[config.mk]
export PLATFORM = sky130hd
export DESIGN_NAME = bw_measure_ctrl
export DESIGN_NICKNAME = d
export VERILOG_FILES = /design/src/rtl/bw_measure_ctrl.sv
export SDC_FILE = /design/constraint.sdc
export NUM_CORES = 1
export LEC_CHECK = 0
export CORE_ASPECT_RATIO = 1.1
export CORE_MARGIN = 2
export CORE_UTILIZATION = 48
export CTS_CLUSTER_DIAMETER = 120
export DETAILED_ROUTE_END_ITERATION = 16
export PLACE_DENSITY = 0.83
export SYNTH_ARGS = -nofsm -noshare
export SYNTH_HDL_FRONTEND = slang
export SYNTH_SLANG_ARGS = --single-unit
[constraint.sdc]
create_clock -name clk_i -period 2.15 [get_ports clk_i]
set_input_delay 0.5375 -clock clk_i [delete_from_list [all_inputs] [get_ports clk_i]]
set_output_delay 0.5375 -clock clk_i [all_outputs]
set_load 0.02 [all_outputs]
[src/rtl/bw_measure_ctrl.sv]
// bw_measure_ctrl: launches the left/right edge finders once per (decimated) frame,
// turns the two edge bins into bandwidth and centre, and holds one result per frame.
module bw_measure_ctrl #(
  parameter int F_WIDTH        = 9,
  parameter int TIMEOUT_CYCLES = 64,
  parameter int DECIM          = 1,
  parameter int DROP_CNT_WIDTH = 8
) (
  input  logic                      clk_i,
  input  logic                      rst_i,
  input  logic                      enable_i,
  input  logic                      frame_ready_i,
  output logic                      left_start_o,
  input  logic                      left_valid_i,
  input  logic [F_WIDTH-1:0]        f_left_i,
  output logic                      right_start_o,
  input  logic                      right_valid_i,
  input  logic [F_WIDTH-1:0]        f_right_i,
  output logic                      res_valid_o,
  input  logic                      res_ready_i,
  output logic [F_WIDTH-1:0]        bw_o,
  output logic [F_WIDTH-1:0]        center_o,
  output logic [1:0]                err_o,
  output logic                      busy_o,
  output logic [DROP_CNT_WIDTH-1:0] drop_cnt_o
);

  localparam int DEC_W = (DECIM > 1) ? $clog2(DECIM) : 1;
  localparam int TO_W  = $clog2(TIMEOUT_CYCLES + 1);
  localparam logic [DEC_W-1:0] DEC_LAST = DEC_W'(DECIM - 1);
  localparam logic [TO_W-1:0]  TO_LOAD  = TO_W'(TIMEOUT_CYCLES);

  typedef enum logic [2:0] {
    S_IDLE,
    S_LAUNCH,
    S_WAIT,
    S_CALC,
    S_HOLD
  } state_e;

  state_e                    state_q, state_d;
  logic [DEC_W-1:0]          dec_q, dec_d;
  logic [TO_W-1:0]           to_cnt_q, to_cnt_d;
  logic                      got_l_q, got_l_d;
  logic                      got_r_q, got_r_d;
  logic [F_WIDTH-1:0]        f_left_q, f_left_d;
  logic [F_WIDTH-1:0]        f_right_q, f_right_d;
  logic                      timeout_q, timeout_d;
  logic [F_WIDTH-1:0]        bw_q, bw_d;
  logic [F_WIDTH-1:0]        center_q, center_d;
  logic [1:0]                err_q, err_d;
  logic [DROP_CNT_WIDTH-1:0] drop_q, drop_d;
  logic                      start_q;
  logic                      valid_q;
  logic                      busy_q;

  logic                      seen_l;
  logic                      seen_r;
  logic [F_WIDTH:0]          edge_sum;

  assign seen_l   = got_l_q | left_valid_i;
  assign seen_r   = got_r_q | right_valid_i;
  // One extra bit keeps the centre correct when both edges sit at the top bin.
  assign edge_sum = {1'b0, f_left_q} + {1'b0, f_right_q};

  always_comb begin
    state_d   = state_q;
    dec_d     = dec_q;
    to_cnt_d  = to_cnt_q;
    got_l_d   = got_l_q;
    got_r_d   = got_r_q;
    f_left_d  = f_left_q;
    f_right_d = f_right_q;
    timeout_d = timeout_q;
    bw_d      = bw_q;
    center_d  = center_q;
    err_d     = err_q;

    case (state_q)
      S_IDLE: begin
        if (frame_ready_i && enable_i) begin
          if (dec_q == DEC_LAST) begin
            dec_d   = '0;
            state_d = S_LAUNCH;
          end else begin
            dec_d = dec_q + DEC_W'(1);
          end
        end
      end

      S_LAUNCH: begin
        got_l_d   = 1'b0;
        got_r_d   = 1'b0;
        timeout_d = 1'b0;
        to_cnt_d  = TO_LOAD;
        state_d   = S_WAIT;
      end

      S_WAIT: begin
        if (left_valid_i) begin
          got_l_d  = 1'b1;
          f_left_d = f_left_i;
        end
        if (right_valid_i) begin
          got_r_d   = 1'b1;
          f_right_d = f_right_i;
        end
        to_cnt_d = to_cnt_q - TO_W'(1);
        // A valid landing in the final window cycle still wins over the timeout.
        if (seen_l && seen_r) begin
          state_d = S_CALC;
        end else if (to_cnt_q == TO_W'(1)) begin
          timeout_d = 1'b1;
          state_d   = S_CALC;
        end
      end

      S_CALC: begin
        if (timeout_q) begin
          bw_d     = '0;
          center_d = '0;
          err_d    = 2'b01;
        end else if (f_right_q < f_left_q) begin
          bw_d     = '0;
          center_d = '0;
          err_d    = 2'b10;
        end else begin
          bw_d     = f_right_q - f_left_q;
          center_d = F_WIDTH'(edge_sum >> 1);
          err_d    = 2'b00;
        end
        state_d = S_HOLD;
      end

      S_HOLD: begin
        if (res_ready_i) begin
          state_d = S_IDLE;
        end
      end

      default: begin
        state_d = S_IDLE;
      end
    endcase
  end

  always_comb begin
    drop_d = drop_q;
    if ((state_q != S_IDLE) && frame_ready_i && enable_i && (drop_q != '1)) begin
      drop_d = drop_q + DROP_CNT_WIDTH'(1);
    end
  end

  always_ff @(posedge clk_i or posedge rst_i) begin
    if (rst_i) begin
      state_q   <= S_IDLE;
      dec_q     <= '0;
      to_cnt_q  <= '0;
      got_l_q   <= 1'b0;
      got_r_q   <= 1'b0;
      f_left_q  <= '0;
      f_right_q <= '0;
      timeout_q <= 1'b0;
      bw_q      <= '0;
      center_q  <= '0;
      err_q     <= '0;
      drop_q    <= '0;
      start_q   <= 1'b0;
      valid_q   <= 1'b0;
      busy_q    <= 1'b0;
    end else begin
      state_q   <= state_d;
      dec_q     <= dec_d;
      to_cnt_q  <= to_cnt_d;
      got_l_q   <= got_l_d;
      got_r_q   <= got_r_d;
      f_left_q  <= f_left_d;
      f_right_q <= f_right_d;
      timeout_q <= timeout_d;
      bw_q      <= bw_d;
      center_q  <= center_d;
      err_q     <= err_d;
      drop_q    <= drop_d;
      start_q   <= (state_d == S_LAUNCH);
      valid_q   <= (state_d == S_HOLD);
      busy_q    <= (state_d != S_IDLE);
    end
  end

  assign left_start_o  = start_q;
  assign right_start_o = start_q;
  assign res_valid_o   = valid_q;
  assign bw_o          = bw_q;
  assign center_o      = center_q;
  assign err_o         = err_q;
  assign busy_o        = busy_q;
  assign drop_cnt_o    = drop_q;

endmodule

==> Word level (Yosys, flattened, before mapping) <==
Cells that the tools add are included.
Widths: inputs -> output; s select.
{ "totals": {"reg_bits": 63, "input_bits": 25, "word_cells": 71} }
{ "op_classes": {"n_addsub": 5, "magnitude_cmp": 1, "n_eq_ne": 12, "n_mux": 21, "bitwise": 2, "reduce_logical": 15} }
{ "op_table": {"columns": ["cell", "count"], "rows": [
  ["$mux 9", 4],
  ["$mux 3", 5],
  ["$pmux 3 s5", 1],
  ["$pmux 7 s2", 1],
  ["$add 9x9->10", 1],
  ["$reduce_and 2->1", 5],
  ["$lt 9x9->1", 1],
  ["$sub 9x9->9", 1],
  ["$add 8x1->8 const B", 1],
  ["$ne 2x2->1 const B", 4],
  ["$ne 8x8->1 const B", 1],
  ["$eq 7x1->1 const B", 1],
  ["$sub 7x1->7 const B", 1],
  ["$eq 3x1->1 const B", 2],
  ["$eq 3x2->1 const B", 2],
  ["$eq 3x3->1 const B", 2],
  ["$pmux 1 s2", 3],
  ["$reduce_bool 3->1", 2],
  ["$logic_and 1x1->1", 5],
  ["$mux 1", 5],
  ["$mux 2", 2],
  ["$logic_not 3->1", 1],
  ["$reduce_and 3->1", 1],
  ["$or 1x1->1", 2],
  ["other kinds (2)", 2]
]} }

==> Longest topological paths before layout <==
{ "depth": {"ltp_word": 5, "depth_mapped": 10, "mapped_depth_nobuf": 10} }

==> Least setup slack after synthesis <==
No wires, ideal clock.
{ "synth_path": {"kind": "reg2reg", "start": "register f_left_q[1]", "end": "register bw_q[8], in the netlist bw_o[8]", "setup_ps": 92, "arrival_ps": 1967, "required_time_ps": 2058, "slack_ps": 91, "path_stages_with_launch": 11, "n_path_buf": 2, "period_less_slack_ps": 2059, "cell_sequence": "dfrtp_1 > inv_1 > ha_1 > nor2b_1 > o21ai_0 > o31ai_4 > a21oi_1 > or2_1 > buf_6 > buf_6 > o31ai_2"} }
{ "synth_between": {"elab_chain_cells": 3} }
{ "synth_lines": {"columns": ["element", "line_no", "source"], "rows": [
  ["start, declared", "46", "logic [F_WIDTH-1:0] f_left_q, f_left_d;"],
  ["start signal, assigned", "177", "f_left_q <= f_left_d;"],
  ["$sub 9x9->9 / $lt 9x9->1 (equally long branches)", "128, 123", null],
  ["$mux 9 *", "123", "end else if (f_right_q < f_left_q) begin"],
  ["$mux 9 *", "119", "if (timeout_q) begin"],
  ["end signal, assigned", "180", "bw_q <= bw_d;"],
  ["end, declared", "49", "logic [F_WIDTH-1:0] bw_q, bw_d;"]
]} }
Mark *: on every way between the ends. The rest lies on a longest branch, timed or not.
A chain may end at the register's enable or synchronous reset.

==> Final worst setup path <==
{ "layout_path": {"start": "register f_right_q[0]", "end": "register bw_q[8], in the netlist bw_o[8]"} }
{ "layout_between": {"elab_chain_cells": 3} }
{ "layout_lines": {"columns": ["element", "line_no", "source"], "rows": [
  ["start, declared", "47", "logic [F_WIDTH-1:0] f_right_q, f_right_d;"],
  ["start signal, assigned", "178", "f_right_q <= f_right_d;"],
  ["$sub 9x9->9 / $lt 9x9->1 (equally long branches)", "128, 123", null],
  ["$mux 9 *", "123", null],
  ["$mux 9 *", "119", null]
]} }
Marked as above.

==> key figures <==
Finish
  – Layout cells sized above 1: 0.2333
  – Ant. Diodes: 0
  – Most common cell after layout, fill and taps aside: dfrtp_1
  – Most frequent cells in the layout: dfrtp_1 (61), clkdlybuf4s50_1 (56), nand2_1 (41)
  – Area growth from synthesis to layout: 34.19%
  – Total Nets Final: 433

Routing
  – Final ANT Viol Nets: 0
  – Via-to-Cell Ratio: 5.464
  – DR DRC count: 0
  – Uppermost layer routed: met4
  – Metal-1 WL: 3183 um
  – Met3 Routed Length: 274 um
  – 1st-iter DRT viols: 164
  – WL met2: between 3000 and 4000 um
  – Drt total wl: 7295 um
  – WL/cell: 15.46 um
  – Vias: between 2000 and 3000
  – Drt pass-1 iters: 4

Logic synthesis
  – Top cells by area, synth: dfrtp_1 (47%), ha_1 (8.0%), xnor2_1 (4.8%)
  – YS warnings: 0
  – Asr flop ratio synth: 1.000
  – Post-synthesis cell type count: 45
  – #FFs+latches synth: 62
  – Largest family of logic cells by synthesized area: compound AO/OA/AOI/OAI gates
  – Syn Std Cell Area: 0.003268 mm^2
  – Compound-Gate Fraction of Synth Area: 0.1788
  – Synth Net Count: 359
  – Syn avg cell area: between 10 and 15 um^2
  – Proportion of synthesized area in mux cells: 0.03446
  – Post-synth EDFFs: 0
  – Cell taking the most area after synthesis: dfrtp_1
  – Prevailing post-synth register cell: dfrtp_1
  – Top cell type's share of synthesized area: 0.4747
  – Adder-cell area share of the yosys netlist: 0.09265
  – Post-synthesis sequential area ratio: 0.4747
  – Synth Area in Simple Gates: 0.1087
  – Post-Syn Instances: approximately 310
  – Post-Synth XOR/XNOR Area: 0.05628

Pwr
  – P_sw: 3.689 mW
  – Clock power share: 0.128
  – Leakage: 1.954 nW
  – Switch share: 0.4487
  – Seq pwr share: 0.251
  – Total power: ~8 mW
  – Internal: 4.532 mW
  – Peak VDD IR: 890.8 uV
  – Power Dens Cells: 1875 mW/mm^2
  – Combinational share of power: 0.621

Timing
  – Fin crit share: 0.9996
  – Fin Setup TNS: 0 ns
  – Min Hold Slack: 0.4813 ns
  – Final setup viols: 0
  – Clk_skew: approximately 0.013 ns
  – Final min period: 2.149 ns
  – Final Worst Setup Slack: 0.0008502 ns
  – Slew headroom: 0.6724
  – Final Hold Fails: 0
  – Max Clk Rate: 465.3 MHz
  – Max Slew Vio Count: 0
  – Worst-Margin Slew: 0.4904 ns

Die
  – Top-Level Pins: 57
  – Die Footprint: 0.007485 mm^2
  – Num rows: 31
  – Chip Width: 82.68 um
  – Starting density of the core: 0.4956
  – Core area: 0.006594 mm^2
  – Die height: 90.54 um

Worst setup path
  – Crit path largest cell delay: 0.40 ns
  – Crit-path cells: inv_2 > ha_4 > inv_1 > fa_2 > a21o_1 > a21oi_2 > o41ai_2 > a21oi_1 > xor2_1 > o31ai_2
  – Crit path max fanout: 3
  – Setup crit end kind: register
  – Worst R2R Path Depth: 10
  – Crit path DAT: ~2.4 ns
  – Startpoint Class: register
  – Crit Path Class: reg -> reg
  – Req. time, crit path: between 2 and 2.5 ns
  – Slowest-stage cell, CP: dfrtp_1

GRT
  – Vias in the first global route: roughly 2500
  – Initial antenna violation count: 0
  – First-pass GRT wire length: 11630 um
  – Overflow after GRT: 0
  – Total track usage: 0.2000
  – Largest net degree at the start of global routing: 63

Clock network
  – Clock Latency Late Sink: 0.35 ns
  – CTS tree: done
  – H-tree Lvls: 3
  – Clock-pin slew on the worst setup and hold paths: 0.08 ns
  – Clk sinks: 62
  – Num CTS Buffers: 9
  – Root buffer cell: clkbuf_8
  – Maximum clock insertion buffer count: 2

Placement
  – Buffers on Ports: 56
  – Final HPWL DP: 5003 um
  – Setup slack at placement: -0.07718 ns
  – Routability congestion estimate: about 0.83

Hold path
  – Worst min-delay path category: reg -> reg
  – Cell depth of the worst min-delay path: 1

Run
  – MaxCap Viol Count: 0

Outcome
  – Status: completed
layer usage:
layer  vias to the layer above  GRT usage
met1                      1260     0.2741
met5                         -          0
met3                        17    0.04900
met4                         0    0.07923
li1                       1233          -
met2                        69     0.3024
final timing paths:
check	slack, ns	from	endpoint
max	0.0009	f_right_q[0]	bw_o[8]
max reg2reg	0.0009	f_right_q[0]	bw_o[8]
min reg2reg	0.48	to_cnt_q[6]	to_cnt_q[6]
min in group asynchronous	0.57	rst_i	state_q[0]
min	0.48	to_cnt_q[6]	to_cnt_q[6]
max in group asynchronous	1.29	rst_i	f_left_q[0]
per-stage QoR:
| step | utilization | std cells | cell area [um^2] |
|---|---|---|---|
| global placement | 0.6089 | 452 | 4015 |
| finish | 0.6651 | 472 | 4385 |
| CTS | 0.6431 | 468 | 4240 |
| detailed placement | 0.6089 | 452 | 4015 |
| floorplan | - | 311 | 3268 |
| global route | 0.6651 | 472 | 4385 |
logic make-up (layout without fill, tap and decap cells):
group,count (synthesis),after routing
adders and majority gates,23,23
xor gates and xnor gates,21,21
buffers and inverters,41,120
and+or+nand+nor,79,79
AOI/OAI and AO/OA,75,75
DFF,62,62
muxes,10,10
layout make-up:
cell class	instances	area, um^2
Multi-Input combinational cell	208	1667
Tap cell	82	102.6
Sequential cell	62	1553
Inverter	25	93.84
Fill cell	497	2208
Clock inverter	6	70.07
Clock buffer	10	137.6
Timing Repair Buffer	79	762.0
cells in the mapped netlist, types with 8 or more instances:
cell type	instances
o21ai_0	17
dfrtp_1	62
nor2_1	11
a21oi_1	13
inv_1	24
ha_1	21
o31ai_2	10
xnor2_1	18
nand3_1	8
clkbuf_1	11
o31ai_1	8
nand2_1	41
mux2_2	10
repair_timing:
| item | CTS | global route |
|---|---|---|
| hold buffers | 0 | 0 |
| setup endpoints to repair | 14 | 17 |
| setup buffers | 0 | 4 |
| resized for setup | 5 | 27 |
| pin swaps | 1 | 8 |
flip-flops by register name, indices dropped and copies added, names as in the netlist, 2 cells and up:
signal,flops
bw_o,9
center_o,9
f_left_q,9
f_right_q,9
drop_cnt_o,8
to_cnt_q,7
state_q,3
err_o,2
critical path: cells and delay by family (launching register included):
family          cells  cell delay [ns]
compound gates      5             0.77
fa+ha+maj           2             0.51
flops               1             0.40
xor+xnor            1             0.22
buf+inv             2             0.14
power by group through the flow:
stage	combinational, mW	clock [mW]	sequential, mW
2_1_floorplan	2.83	0	2.22
3_3_place_gp	4.27	0	2.02
3_5_place_dp	4.38	0	2.07
4_1_cts	4.47	1.07	2.05
5_1_grt	5.53	1.12	2.14
6_report	5.11	1.05	2.06
Note: power is estimated with default switching activity, not from simulation.
==> RTL edit 1: new RTL, same flow settings <==
The 5 states of `state_e` get a one-hot encoding in 5 bits.
--- a/src/rtl/bw_measure_ctrl.sv
+++ b/src/rtl/bw_measure_ctrl.sv
@@ -30,12 +30,12 @@
   localparam logic [DEC_W-1:0] DEC_LAST = DEC_W'(DECIM - 1);
   localparam logic [TO_W-1:0]  TO_LOAD  = TO_W'(TIMEOUT_CYCLES);
 
-  typedef enum logic [2:0] {
-    S_IDLE,
-    S_LAUNCH,
-    S_WAIT,
-    S_CALC,
-    S_HOLD
+  typedef enum logic [4:0] {
+    S_IDLE   = 5'b00001,
+    S_LAUNCH = 5'b00010,
+    S_WAIT   = 5'b00100,
+    S_CALC   = 5'b01000,
+    S_HOLD   = 5'b10000
   } state_e;
 
   state_e                    state_q, state_d;
Formal check against the unedited RTL: same outputs for any inputs over 10 cycles, from zero or initial values and one cycle with rst_i high; not proved beyond that.
==> RTL edit 1 against the original RTL <==
  * Die area up 5.9%
  * Area after synthesis is 6.2% higher
  * Sequential share of layout area is 0.059 points lower
  * Sequential cell count grew 2
  * Wire length shrank 0.77%
  * Final area is 3.4% higher
  * Fmax increased by 3.9%
  * Total power shrank 19%
  * Worst setup slack gained 0.080 ns
  * Critical endpoint is now bw_o[6]$_DFFE_PP0N_
==> RTL edit 1: results <==
metrics = {
    "timing": {
        "worst_pin_slew_ns": 0.370,
        "timing.hold.ws_ns": 0.476,
        "layout_setup_ws_ns": 0.0811,
        "finalClockSkew_ns": 0.0110,
    },
    "finish": {
        "syn_to_final_growth_pct": 30.7,
        "clkbuf_count": 9,
        "seq_cells": 64,
        "layout.nonclk_buf_share_pct": 15.1,
        "sh_seq_area_pct": 35.3,
        "signal_buffers": 71,
    },
    "pwr": {
        "p_leak_nw": 2.05,
        "vdd_ir_drop_max_mv": 0.671,
    },
    "synthesis": {
        "synth_cell_type_count": 62,
    },
    "detailed_routing": {
        "vias": 2662,
        "wl_met1_um": 3410,
        "drt_iter0_drc": 132,
        "routed-wl-met2_um": 3400,
    },
    "grt": {
        "grt_pass1_wl_um": 12400,
        "grt_pass1_vias": 2615,
        "use_met1_pct": 26.9,
    },
    "worst_setup_path": {
        "r2r_slack_ns": 0.08,
        "arrival_ns": 2.34,
        "slowest_delay_ns": 0.54,
        "timing.rr.start": "f_left_q[3]$_DFFE_PP0P_",
    },
    "outcome": {
        "status": "finished clean",
    },
    "placement": {
        "place.gp.congestion": 0.861,
        "dp_cells": 473,
        "hpwl_um": 5140,
        "dpl_worst_slack_ns": 0.000248,
    },
    "hold_path": {
        "min_from": "err_o[0]$_DFFE_PP0N_",
    },
    "clock_network": {
        "post_cts_buffers": 1,
        "cts_resized": 2,
    },
}
## RTL edit 1: cell types whose count changed in the layout (fill, tap and decap cells not counted), sizes merged, moves of 5 or more
cell / change
nand2: -10
mux2: +9
nand2b: +6
buf: -8
o31ai: -17
mux2i: +5
xnor2: -6
## RTL edit 1: cell families after synthesis
| logic type | count (synthesis) | synth area share, % |
|---|---|---|
| adder cells (fa/ha/maj) | 23 | 8.73 |
| AND/OR/NAND/NOR | 90 | 13.6 |
| AO/OA/AOI/OAI | 74 | 15.3 |
| flip-flops | 64 | 46.2 |
| XOR/XNOR | 17 | 4.29 |
| buffers and inverters | 35 | 4.22 |
| multiplexers | 24 | 7.61 |
## RTL edit 1: worst max-delay path by stage
stage / from / endpoint / cells past startpoint
CTS: f_left_q[4]$_DFFE_PP0P_ / bw_o[7]$_DFFE_PP0N_ / 7
detailed placement: f_left_q[4]$_DFFE_PP0P_ / bw_o[7]$_DFFE_PP0N_ / 7
global placement: f_left_q[4]$_DFFE_PP0P_ / bw_o[7]$_DFFE_PP0N_ / 7
global route: f_left_q[3]$_DFFE_PP0P_ / bw_o[6]$_DFFE_PP0N_ / 7
floorplan: rst_i / busy_o$_DFF_PP0_ / 1
finish: f_left_q[3]$_DFFE_PP0P_ / bw_o[6]$_DFFE_PP0N_ / 7
## RTL edit 1: power by group
group | total (mW) | leakage, nW | switching, mW | internal (mW)
combinational | 3.34 | 1.08 | 1.77 | 1.56
clock | 1.37 | 0.126 | 0.485 | 0.888
sequential | 1.92 | 0.850 | 0.342 | 1.58
## RTL edit 1: worst register-to-register path: stages, from the launching register on
cell and delay (ns):
dfrtp_1 0.38, inv_1 0.06, ha_1 0.31, o211ai_1 0.12, a21oi_2 0.22, o2111ai_4 0.19
a2111o_2 0.54, o21ai_0 0.18
==> RTL edit 2: new RTL, config.mk and constraints unchanged <==
Made on the original files. `DROP_CNT_WIDTH`: 8 -> 10.
--- a/src/rtl/bw_measure_ctrl.sv
+++ b/src/rtl/bw_measure_ctrl.sv
@@ -4,7 +4,7 @@
   parameter int F_WIDTH        = 9,
   parameter int TIMEOUT_CYCLES = 64,
   parameter int DECIM          = 1,
-  parameter int DROP_CNT_WIDTH = 8
+  parameter int DROP_CNT_WIDTH = 10
 ) (
   input  logic                      clk_i,
   input  logic                      rst_i,
Interface: changed (resized drop_cnt_o); port bits go from 57 to 59. The function was not compared with the original's and may differ.
==> RTL edit 2 against the original RTL <==
  * Total power shrank 2.5%
  * Area after synthesis increased by 7.5%
  * Worst setup slack better by 0.081 ns
  * Wire length grew 5.6%
  * Non-clock buffer count fell by 5
  * Sequential cell count grew 2
  * Highest routed layer unchanged
  * Final area increased by 2.9%
==> RTL edit 2: results <==
metrics = {
    "placement": {
        "place.gp.congestion": 0.857,
        "placed_area_um2": 4220,
        "io_buffers": 58,
        "hpwl_um": 5400,
    },
    "synthesis": {
        "synth_warnings": 0,
        "synthArstFlopShare_pct": 100,
        "synth_cell_type_count": 57,
        "synth_seq_area_share_pct": 45.6,
        "synth_common_cells": "64 x dfrtp_1, 47 x nand2_1, 24 x inv_1, 21 x ha_1",
        "synth_nets": 386,
        "synth_area_leaders": "dfrtp_1 46%, ha_1 7.5%, nand2_1 5.0%",
        "ys.flop_type": "dfrtp_1",
    },
    "detailed_routing": {
        "first_pass_iters": 4,
        "drt_iter0_drc": 224,
        "totalWireLength_um": 7710,
        "vias": 2755,
    },
    "worst_setup_path": {
        "crit_path_end_kind": "flop",
        "critPathSlowestCell": "fa_2",
        "r2r_cells": 9,
        "reg2reg_to": "bw_o[6]$_DFFE_PP0N_",
        "critPathLaunch": "f_left_q[0]$_DFFE_PP0P_",
        "crit_family": "compound AO/OA/AOI/OAI gates",
        "arrival_ns": 2.31,
        "slowest_delay_ns": 0.37,
        "r2r_slack_ns": 0.08,
        "crit_path_max_fanout": 3,
    },
    "clock_network": {
        "cts.clk_slew.worst_paths_ns": 0.07,
        "htreeDepth": 3,
        "cts-buffers-inserted": 9,
        "cts_buffer_depth": 2,
        "cts-root-buf": "clkbuf_8",
        "clk_latency_ns": 0.35,
    },
    "finish": {
        "nets": 456,
        "drive_above_1_share_pct": 17.5,
        "diodes": 0,
        "largest_reg_flops": 10,
    },
    "pwr": {
        "p_leak_nw": 2.03,
        "vdd_ir_drop_max_mv": 0.871,
    },
    "grt": {
        "grt_pass1_wl_um": 12300,
        "antenna_found_initial": 0,
        "grt_usage_pct": 19.6,
        "grt_pass1_vias": 2627,
        "grt_start_max_net_pins": 65,
    },
    "timing": {
        "finalClockSkew_ns": 0.0144,
        "worst_pin_slew_ns": 0.473,
    },
    "hold_path": {
        "hold_path.class": "reg -> reg",
    },
    "outcome": {
        "status": "finished clean",
    },
}
[RTL edit 2: cell count changes after synthesis, moves of 5 or more]
cell      change
nor2_1        +6
xnor2_1       -6
o31ai_1       +5
o31ai_2       -7
nand2_1       +6
clkbuf_1      -6
[RTL edit 2: worst min-delay path by stage]
stage,start,to,depth (start not counted)
3_5_place_dp,bw_o[0]$_DFFE_PP0N_,bw_o[0]$_DFFE_PP0N_,2
5_1_grt,center_o[5]$_DFFE_PP0N_,center_o[5]$_DFFE_PP0N_,2
3_3_place_gp,got_r_q$_DFFE_PP0P_,got_r_q$_DFFE_PP0P_,1
4_1_cts,bw_o[0]$_DFFE_PP0N_,bw_o[0]$_DFFE_PP0N_,2
6_report,bw_o[0]$_DFFE_PP0N_,bw_o[0]$_DFFE_PP0N_,2
2_1_floorplan,got_l_q$_DFFE_PP0P_,got_l_q$_DFFE_PP0P_,1
[RTL edit 2: final cells by class]
| type | instances | area, µm² |
|---|---|---|
| clock buffers | 11 | 141 |
| clock inverters | 3 | 67.6 |
| fillers | 557 | 2530 |
| inverters | 24 | 90.1 |
| multi-input cells | 235 | 1780 |
| flip-flops and latches | 64 | 1600 |
| well taps | 85 | 106 |
| repair buffers | 74 | 726 |
[RTL edit 2: through the flow]
step                setup WS (ns)  std cells  hold slack [ns]
floorplan                  0.0144        338            0.450
global placement           0.0380        478            0.460
detailed placement         -0.138        478            0.466
CTS                       0.00737        492            0.481
global route              -0.0144        496            0.496
finish                     0.0821        496            0.479
[RTL edit 2: repair_timing]
action,in CTS,in global routing
endpoints found under the setup margin,1,14
resized for setup,2,10
setup buffers,0,4
pin swaps,0,4
[RTL edit 2: metal layers]
layer	track usage, %	wire length [µm]
met1	26.1	3380
met4	8.73	188
met2	31.0	3800
met3	3.78	336
met5	0	0
[RTL edit 2: power by group]
part           switching (mW)  internal [mW]  leakage, nW
Sequential              0.391           1.68        0.816
Clock                   0.445          0.672        0.101
Combinational            2.68           2.15         1.11
Total                    3.52           4.50         2.03
[RTL edit 2: logic make-up after synthesis]
logic type,count (synthesis),synth area share (%)
xor gates and xnor gates,18,4.49
buffers and inverters,39,5.27
adders and majority gates,23,8.62
and+or+nand+nor,107,15.4
AOI/OAI and AO/OA,74,16.4
DFF,64,45.6
muxes,13,4.24
[RTL edit 2: worst min-delay path: stages (launching register included)]
cell and delay, ns:
dfrtp_1 0.34, nand2_1 0.05, o31ai_1 0.05
